### src/rtl/multi_cycle_cpu.sv
// Multi-cycle MIPS-subset core with one unified memory port.
// Outputs are registered and are built from next-state values, so memReq stays low for one clock after reset.
module multi_cycle_cpu #(
    parameter logic [31:0] RESET_PC = 32'h0000_0000,
    parameter int          CNT_W    = 32,
    parameter logic [5:0]  HALT_OP  = 6'h3F
) (
    input  logic             clk,
    input  logic             rst_n,
    output logic             memReq,
    output logic             memWe,
    output logic [31:0]      memAddr,
    output logic [31:0]      memWData,
    input  logic [31:0]      memRData,
    input  logic             memReady,
    output logic [31:0]      pc,
    output logic             halted,
    output logic             illegal,
    output logic [CNT_W-1:0] retired
);

    localparam logic [5:0] OP_RTYPE = 6'h00;
    localparam logic [5:0] OP_J     = 6'h02;
    localparam logic [5:0] OP_BEQ   = 6'h04;
    localparam logic [5:0] OP_BNE   = 6'h05;
    localparam logic [5:0] OP_ADDI  = 6'h08;
    localparam logic [5:0] OP_ANDI  = 6'h0C;
    localparam logic [5:0] OP_ORI   = 6'h0D;
    localparam logic [5:0] OP_LW    = 6'h23;
    localparam logic [5:0] OP_SW    = 6'h2B;

    localparam logic [5:0] FN_ADD = 6'h20;
    localparam logic [5:0] FN_SUB = 6'h22;
    localparam logic [5:0] FN_AND = 6'h24;
    localparam logic [5:0] FN_OR  = 6'h25;
    localparam logic [5:0] FN_SLT = 6'h2A;

    typedef enum logic [2:0] {
        ST_FETCH  = 3'd0,
        ST_DECODE = 3'd1,
        ST_EXEC   = 3'd2,
        ST_MEM    = 3'd3,
        ST_WB     = 3'd4,
        ST_HALT   = 3'd5
    } state_t;

    state_t          state_r, state_nxt_s;
    logic [31:0]     pc_r, pc_nxt_s;
    logic [31:0]     ir_r;
    logic [31:0]     a_r, b_r, tgt_r, alu_r, mdr_r;
    logic [CNT_W-1:0] retired_r;
    logic            halted_r, illegal_r;
    logic            mem_req_r, mem_we_r;
    logic [31:0]     mem_addr_r, mem_wdata_r;
    logic [31:0]     rf_r [32];

    logic            mem_req_nxt_s, mem_we_nxt_s;
    logic [31:0]     mem_addr_nxt_s, mem_wdata_nxt_s;
    logic            ir_ld_s, dec_ld_s, alu_ld_s, mdr_ld_s;
    logic            retire_s, halt_s, illegal_s;
    logic            rf_we_s;
    logic [4:0]      rf_waddr_s;
    logic [31:0]     rf_wdata_s;
    logic [31:0]     alu_res_s;
    logic            mem_done_s;

    logic [5:0]      op_s, funct_s;
    logic [4:0]      rs_s, rt_s, rd_s;
    logic [15:0]     imm_s;
    logic [31:0]     sext_s, zext_s, rs_val_s, rt_val_s;

    assign op_s     = ir_r[31:26];
    assign rs_s     = ir_r[25:21];
    assign rt_s     = ir_r[20:16];
    assign rd_s     = ir_r[15:11];
    assign funct_s  = ir_r[5:0];
    assign imm_s    = ir_r[15:0];
    assign sext_s   = {{16{imm_s[15]}}, imm_s};
    assign zext_s   = {16'h0000, imm_s};
    assign rs_val_s = (rs_s == 5'd0) ? 32'h0000_0000 : rf_r[rs_s];
    assign rt_val_s = (rt_s == 5'd0) ? 32'h0000_0000 : rf_r[rt_s];

    assign mem_done_s = mem_req_r & memReady;

    function automatic logic is_legal(input logic [5:0] op, input logic [5:0] fn);
        logic ok;
        ok = 1'b0;
        case (op)
            OP_RTYPE: begin
                case (fn)
                    FN_ADD, FN_SUB, FN_AND, FN_OR, FN_SLT: ok = 1'b1;
                    default:                               ok = 1'b0;
                endcase
            end
            OP_J, OP_BEQ, OP_BNE, OP_ADDI, OP_ANDI, OP_ORI, OP_LW, OP_SW: ok = 1'b1;
            default: ok = 1'b0;
        endcase
        return ok;
    endfunction

    // ALU: logical immediates zero-extend, arithmetic and address immediates sign-extend
    always_comb begin
        alu_res_s = 32'h0000_0000;
        case (op_s)
            OP_RTYPE: begin
                case (funct_s)
                    FN_ADD:  alu_res_s = a_r + b_r;
                    FN_SUB:  alu_res_s = a_r - b_r;
                    FN_AND:  alu_res_s = a_r & b_r;
                    FN_OR:   alu_res_s = a_r | b_r;
                    FN_SLT:  alu_res_s = {31'd0, ($signed(a_r) < $signed(b_r))};
                    default: alu_res_s = 32'h0000_0000;
                endcase
            end
            OP_ADDI, OP_LW, OP_SW: alu_res_s = a_r + sext_s;
            OP_ANDI:               alu_res_s = a_r & zext_s;
            OP_ORI:                alu_res_s = a_r | zext_s;
            default:               alu_res_s = 32'h0000_0000;
        endcase
    end

    // Next-state and datapath strobes
    always_comb begin
        state_nxt_s = state_r;
        pc_nxt_s    = pc_r;
        ir_ld_s     = 1'b0;
        dec_ld_s    = 1'b0;
        alu_ld_s    = 1'b0;
        mdr_ld_s    = 1'b0;
        retire_s    = 1'b0;
        halt_s      = 1'b0;
        illegal_s   = 1'b0;
        rf_we_s     = 1'b0;
        rf_waddr_s  = 5'd0;
        rf_wdata_s  = 32'h0000_0000;
        case (state_r)
            ST_FETCH: begin
                if (mem_done_s) begin
                    ir_ld_s     = 1'b1;
                    pc_nxt_s    = pc_r + 32'd4;
                    state_nxt_s = ST_DECODE;
                end else begin
                    state_nxt_s = ST_FETCH;
                end
            end
            ST_DECODE: begin
                dec_ld_s = 1'b1;
                if (op_s == HALT_OP) begin
                    halt_s      = 1'b1;
                    state_nxt_s = ST_HALT;
                end else if (!is_legal(op_s, funct_s)) begin
                    halt_s      = 1'b1;
                    illegal_s   = 1'b1;
                    state_nxt_s = ST_HALT;
                end else if (op_s == OP_J) begin
                    pc_nxt_s    = {pc_r[31:28], ir_r[25:0], 2'b00};
                    retire_s    = 1'b1;
                    state_nxt_s = ST_FETCH;
                end else begin
                    state_nxt_s = ST_EXEC;
                end
            end
            ST_EXEC: begin
                case (op_s)
                    OP_BEQ, OP_BNE: begin
                        pc_nxt_s    = ((a_r == b_r) == (op_s == OP_BEQ)) ? tgt_r : pc_r;
                        retire_s    = 1'b1;
                        state_nxt_s = ST_FETCH;
                    end
                    OP_LW, OP_SW: begin
                        alu_ld_s    = 1'b1;
                        state_nxt_s = ST_MEM;
                    end
                    OP_RTYPE, OP_ADDI, OP_ANDI, OP_ORI: begin
                        alu_ld_s    = 1'b1;
                        state_nxt_s = ST_WB;
                    end
                    default: begin
                        halt_s      = 1'b1;
                        illegal_s   = 1'b1;
                        state_nxt_s = ST_HALT;
                    end
                endcase
            end
            ST_MEM: begin
                if (mem_done_s && (op_s == OP_SW)) begin
                    retire_s    = 1'b1;
                    state_nxt_s = ST_FETCH;
                end else if (mem_done_s) begin
                    mdr_ld_s    = 1'b1;
                    state_nxt_s = ST_WB;
                end else begin
                    state_nxt_s = ST_MEM;
                end
            end
            ST_WB: begin
                rf_we_s     = 1'b1;
                retire_s    = 1'b1;
                state_nxt_s = ST_FETCH;
                if (op_s == OP_RTYPE) begin
                    rf_waddr_s = rd_s;
                    rf_wdata_s = alu_r;
                end else if (op_s == OP_LW) begin
                    rf_waddr_s = rt_s;
                    rf_wdata_s = mdr_r;
                end else begin
                    rf_waddr_s = rt_s;
                    rf_wdata_s = alu_r;
                end
            end
            ST_HALT: begin
                state_nxt_s = ST_HALT;
            end
            default: begin
                halt_s      = 1'b1;
                illegal_s   = 1'b1;
                state_nxt_s = ST_HALT;
            end
        endcase
    end

    // Memory port values for the coming cycle; data accesses drop the low address bits
    always_comb begin
        mem_req_nxt_s   = 1'b0;
        mem_we_nxt_s    = 1'b0;
        mem_addr_nxt_s  = 32'h0000_0000;
        mem_wdata_nxt_s = 32'h0000_0000;
        if (state_nxt_s == ST_FETCH) begin
            mem_req_nxt_s  = 1'b1;
            mem_addr_nxt_s = pc_nxt_s;
        end else if (state_nxt_s == ST_MEM) begin
            mem_req_nxt_s   = 1'b1;
            mem_we_nxt_s    = (op_s == OP_SW);
            mem_addr_nxt_s  = (state_r == ST_EXEC) ? {alu_res_s[31:2], 2'b00}
                                                   : {alu_r[31:2], 2'b00};
            mem_wdata_nxt_s = (op_s == OP_SW) ? b_r : 32'h0000_0000;
        end else begin
            mem_req_nxt_s = 1'b0;
        end
    end

    // Control state, datapath latches, counters and registered memory port
    always_ff @(posedge clk or negedge rst_n) begin
        if (!rst_n) begin
            state_r     <= ST_FETCH;
            pc_r        <= RESET_PC;
            ir_r        <= 32'h0000_0000;
            a_r         <= 32'h0000_0000;
            b_r         <= 32'h0000_0000;
            tgt_r       <= 32'h0000_0000;
            alu_r       <= 32'h0000_0000;
            mdr_r       <= 32'h0000_0000;
            retired_r   <= '0;
            halted_r    <= 1'b0;
            illegal_r   <= 1'b0;
            mem_req_r   <= 1'b0;
            mem_we_r    <= 1'b0;
            mem_addr_r  <= RESET_PC;
            mem_wdata_r <= 32'h0000_0000;
        end else begin
            state_r     <= state_nxt_s;
            pc_r        <= pc_nxt_s;
            mem_req_r   <= mem_req_nxt_s;
            mem_we_r    <= mem_we_nxt_s;
            mem_addr_r  <= mem_addr_nxt_s;
            mem_wdata_r <= mem_wdata_nxt_s;
            if (ir_ld_s) begin
                ir_r <= memRData;
            end
            if (dec_ld_s) begin
                a_r   <= rs_val_s;
                b_r   <= rt_val_s;
                tgt_r <= pc_r + (sext_s << 2);
            end
            if (alu_ld_s) begin
                alu_r <= alu_res_s;
            end
            if (mdr_ld_s) begin
                mdr_r <= memRData;
            end
            if (retire_s) begin
                retired_r <= retired_r + CNT_W'(1);
            end
            if (halt_s) begin
                halted_r <= 1'b1;
            end
            if (illegal_s) begin
                illegal_r <= 1'b1;
            end
        end
    end

    // Register file is not reset; register 0 is never written
    always_ff @(posedge clk) begin
        if (rf_we_s && (rf_waddr_s != 5'd0)) begin
            rf_r[rf_waddr_s] <= rf_wdata_s;
        end
    end

    assign memReq   = mem_req_r;
    assign memWe    = mem_we_r;
    assign memAddr  = mem_addr_r;
    assign memWData = mem_wdata_r;
    assign pc       = pc_r;
    assign halted   = halted_r;
    assign illegal  = illegal_r;
    assign retired  = retired_r;

endmodule
### config.mk
export PLATFORM = sky130hd
export DESIGN_NAME = multi_cycle_cpu
export DESIGN_NICKNAME = d
export VERILOG_FILES = /design/src/rtl/multi_cycle_cpu.sv
export SDC_FILE = /design/constraint.sdc
export NUM_CORES = 2
export LEC_CHECK = 0
export CAP_MARGIN = 20
export CORE_MARGIN = 5
export CORE_UTILIZATION = 60
export CTS_CLUSTER_DIAMETER = 200
export CTS_CLUSTER_SIZE = 28
export DETAILED_ROUTE_END_ITERATION = 8
export PLACE_DENSITY = 0.78
export SETUP_SLACK_MARGIN = 0.3
export SLEW_MARGIN = 10
export SYNTH_ARGS = -nofsm -noshare
export SYNTH_HDL_FRONTEND = slang
export SYNTH_SLANG_ARGS = --single-unit
### constraint.sdc
create_clock -name clk -period 6.5 [get_ports clk]
set_input_delay 1.3 -clock clk [delete_from_list [all_inputs] [get_ports clk]]
set_output_delay 1.3 -clock clk [all_outputs]
set_load 0.01 [all_outputs]
==> results.md <==
* Gate Count Post-Synth at 4674
* First-pass GRT wire length at 326000 um
* CTS tree: done
* Share of cells above drive strength 1 at 0.211
* Yosys warning count at 0
* WL final at 227000 um
* Vias/cell at 7.48
* Min-delay worst type: reg2reg
* Max Root-Sink Buffers at 3
* Final count of negative-setup-slack endpoints at 0
* RSZ-0062 raised after global routing: false
* Cell taking the most area after synthesis: edfxtp_1
* Overflow after GRT at 0
* Drt first-iter violations at 6972
* Port bufs at 166
* Pin count of the biggest net entering global routing at 142
* CP max FO at 35
* Finished Core Util at 0.650
* Pwr dens at 180 nW/um^2
* Cts repair resizes at 0
* Primary FF master, synth: edfxtp_1
* Clock skew at 0.0719 ns
* Initial core utilization at 0.601
* CTS H-tree depth at 2
* Initial antenna violation count at 8
* Outcome: finished clean
* # hold bufs at CTS at 0
* Postcts setup bufs at 0
* Mean post-synth cell area at 14.9 um^2
* Yosys reg bits at 1351
* Num Clock Sinks at 1351
* Die X at 351 um
* Worst-Margin Slew at 1.20 ns
* TritonCTS buffer count at 54
* Synth top area share at 0.442
* Cell Rows at 125
* Final setup TNS at 0 ns
* Register area share after synthesis at 0.559
* Height of the die at 351 um
* Clock Latency Late Sink at 0.75 ns
* Routability Congestion at 0.980
* CP Launch Type: register
* Final nets at 4959
* Distinct cells, synth at 98
* CP required at 7.07 ns
* WS Path Type: reg2reg
* Drc violations at 0
* Antenna viol nets, final at 0
* DRT Pass-1 Iters at 8
* Count leader, synth: edfxtp_1
* Post-DP HPWL at 147000 um
* CP Capture Type: register
* Root Buffer: clkbuf_16
* Average wire per standard cell at 36.0 um
* DP Cell Count at 6201
* Core Area at 116000 um^2
* Die area at 123000 um^2
* FFs w/ async S/R, synth at 0.242
* LEAKAGE at 21.7 nW
* Max_slew headroom at 0.197
* Finished Layout Cells at 6287
* Hold Vio Cnt, Final at 0
* Top cells by count, synth: edfxtp_1 (1024), mux4_2 (616), nand2_1 (345)
* EDFF count, synth at 1024
* WP data arrival at 5.61 ns
* Final clock period utilization by the worst path at 0.775
* Synth area leaders: edfxtp_1 (44%), mux4_2 (20%), dfrtp_1 (12%)
* GRT Total Usage at 0.367
* Worst-path clk slew at 0.12 ns
* Max Fclk at 198 MHz
* Crit path time final at 5.04 ns
* Min Hold Slack at 0.488 ns
* Vias at 47100
* Area growth from synthesis to layout at 8.08%
* Max-slew violations at 0
* Synth Cell Area at 69600 um^2
* Vias in the first global route at 46600
* I/O pins at 167
* Peak VDD IR at 0.225 mV
* Max-cap violations at 0
==> critical path, stage by stage (launching register included) <==
cell	delay (ns)
dfrtp_1	0.43
inv_1	0.28
ha_1	0.44
nor3_2	0.30
nand2_1	0.24
or4b_1	0.69
nor4_2	0.49
xnor2_1	0.13
nand2_2	0.35
buf_4	0.45
a21oi_1	0.16
o22ai_1	0.66
o221ai_1	0.22
==> path summary, 6_finish.rpt <==
kind                                 to      from  depth (start not counted)  slack, ns
max                         memAddr[15]   b_r[24]                         12       1.46
min                            tgt_r[2]  tgt_r[2]                          2       0.49
max reg2reg                 memAddr[15]   b_r[24]                         12       1.46
min reg2reg                    tgt_r[2]  tgt_r[2]                          2       0.49
max in group asynchronous  memWData[12]     rst_n                          2       4.52
min in group asynchronous     tgt_r[25]     rst_n                          1       0.55
==> report_power, final <==
part           internal (mW)  total, mW  leakage [nW]  switching (mW)
Sequential              9.18       9.18          11.5         0.00327
Clock                   1.56       4.21         0.715            2.65
Combinational         0.0435      0.132          9.45          0.0883
==> stage by stage <==
stage,total power [mW],setup slack (ns),instance area (um^2)
detailed placement,9.50,1.63,73600
global placement,9.50,1.64,73600
finish,13.5,1.46,75200
global route,13.9,1.37,75200
CTS,13.5,1.62,75100
floorplan,9.40,2.75,69700
==> kinds of logic after synthesis <==
logic type                 count (synthesis)  share of synthesized area
xor gates and xnor gates                 119                     0.0150
DFF                                     1351                      0.559
buffers and inverters                    454                     0.0254
other                                      1                  0.0000539
muxes                                    773                      0.223
and+or+nand+nor                          903                     0.0608
adders and majority gates                185                     0.0337
AOI/OAI and AO/OA                        888                     0.0822
==> layout by cell type (no fill, tap or decap), types with 24 or more instances in the layout <==
| master | count |
|---|---|
| a21oi_2 | 25 |
| xor2_1 | 45 |
| dfrtp_1 | 317 |
| inv_1 | 139 |
| buf_4 | 110 |
| nand3_1 | 58 |
| mux2i_1 | 72 |
| nand4_1 | 26 |
| nor3_1 | 72 |
| o21ai_0 | 178 |
| o22ai_1 | 77 |
| o32ai_1 | 28 |
| mux4_2 | 616 |
| o21bai_1 | 24 |
| a22oi_1 | 25 |
| xnor2_1 | 74 |
| o221ai_1 | 38 |
| a21oi_1 | 191 |
| clkdlybuf4s50_1 | 165 |
| conb_1 | 32 |
| clkbuf_16 | 54 |
| ha_1 | 181 |
| nor2_4 | 32 |
| edfxtp_1 | 1024 |
| nor2b_1 | 46 |
| nor2_1 | 184 |
| mux2_2 | 84 |
| o21ai_1 | 48 |
| a21o_1 | 43 |
| nand2_1 | 342 |
==> layout make-up <==
type                    instances  area, um^2
diodes                          3        7.51
clock buffers                  73        1420
clock inverters                 4        63.8
fillers                      7948       40500
inverters                     139         522
multi-input cells            2900       29500
flip-flops and latches       1351       39000
well taps                    1524        1910
repair buffers                293        2830
==> flip-flops by register name, indices dropped and copies added, names as in the netlist, 3 cells and up <==
signal    cells
rf_r       1024
ir_r         32
tgt_r        32
memWData     32
memAddr      32
state_r       3
alu_r        32
a_r          32
mdr_r        32
b_r          32
retired      32
pc           32
==> routing by layer <==
metal	wire length, um	part of all wire	vias to the layer above	global-route usage
met2	106000	0.47	3836	0.576
met3	28700	0.13	758	0.0939
met5	0	0	-	0
met1	76500	0.34	23800	0.477
li1	-	-	18700	-
met4	15600	0.069	0	0.199
(Power assumes the default switching activity.)
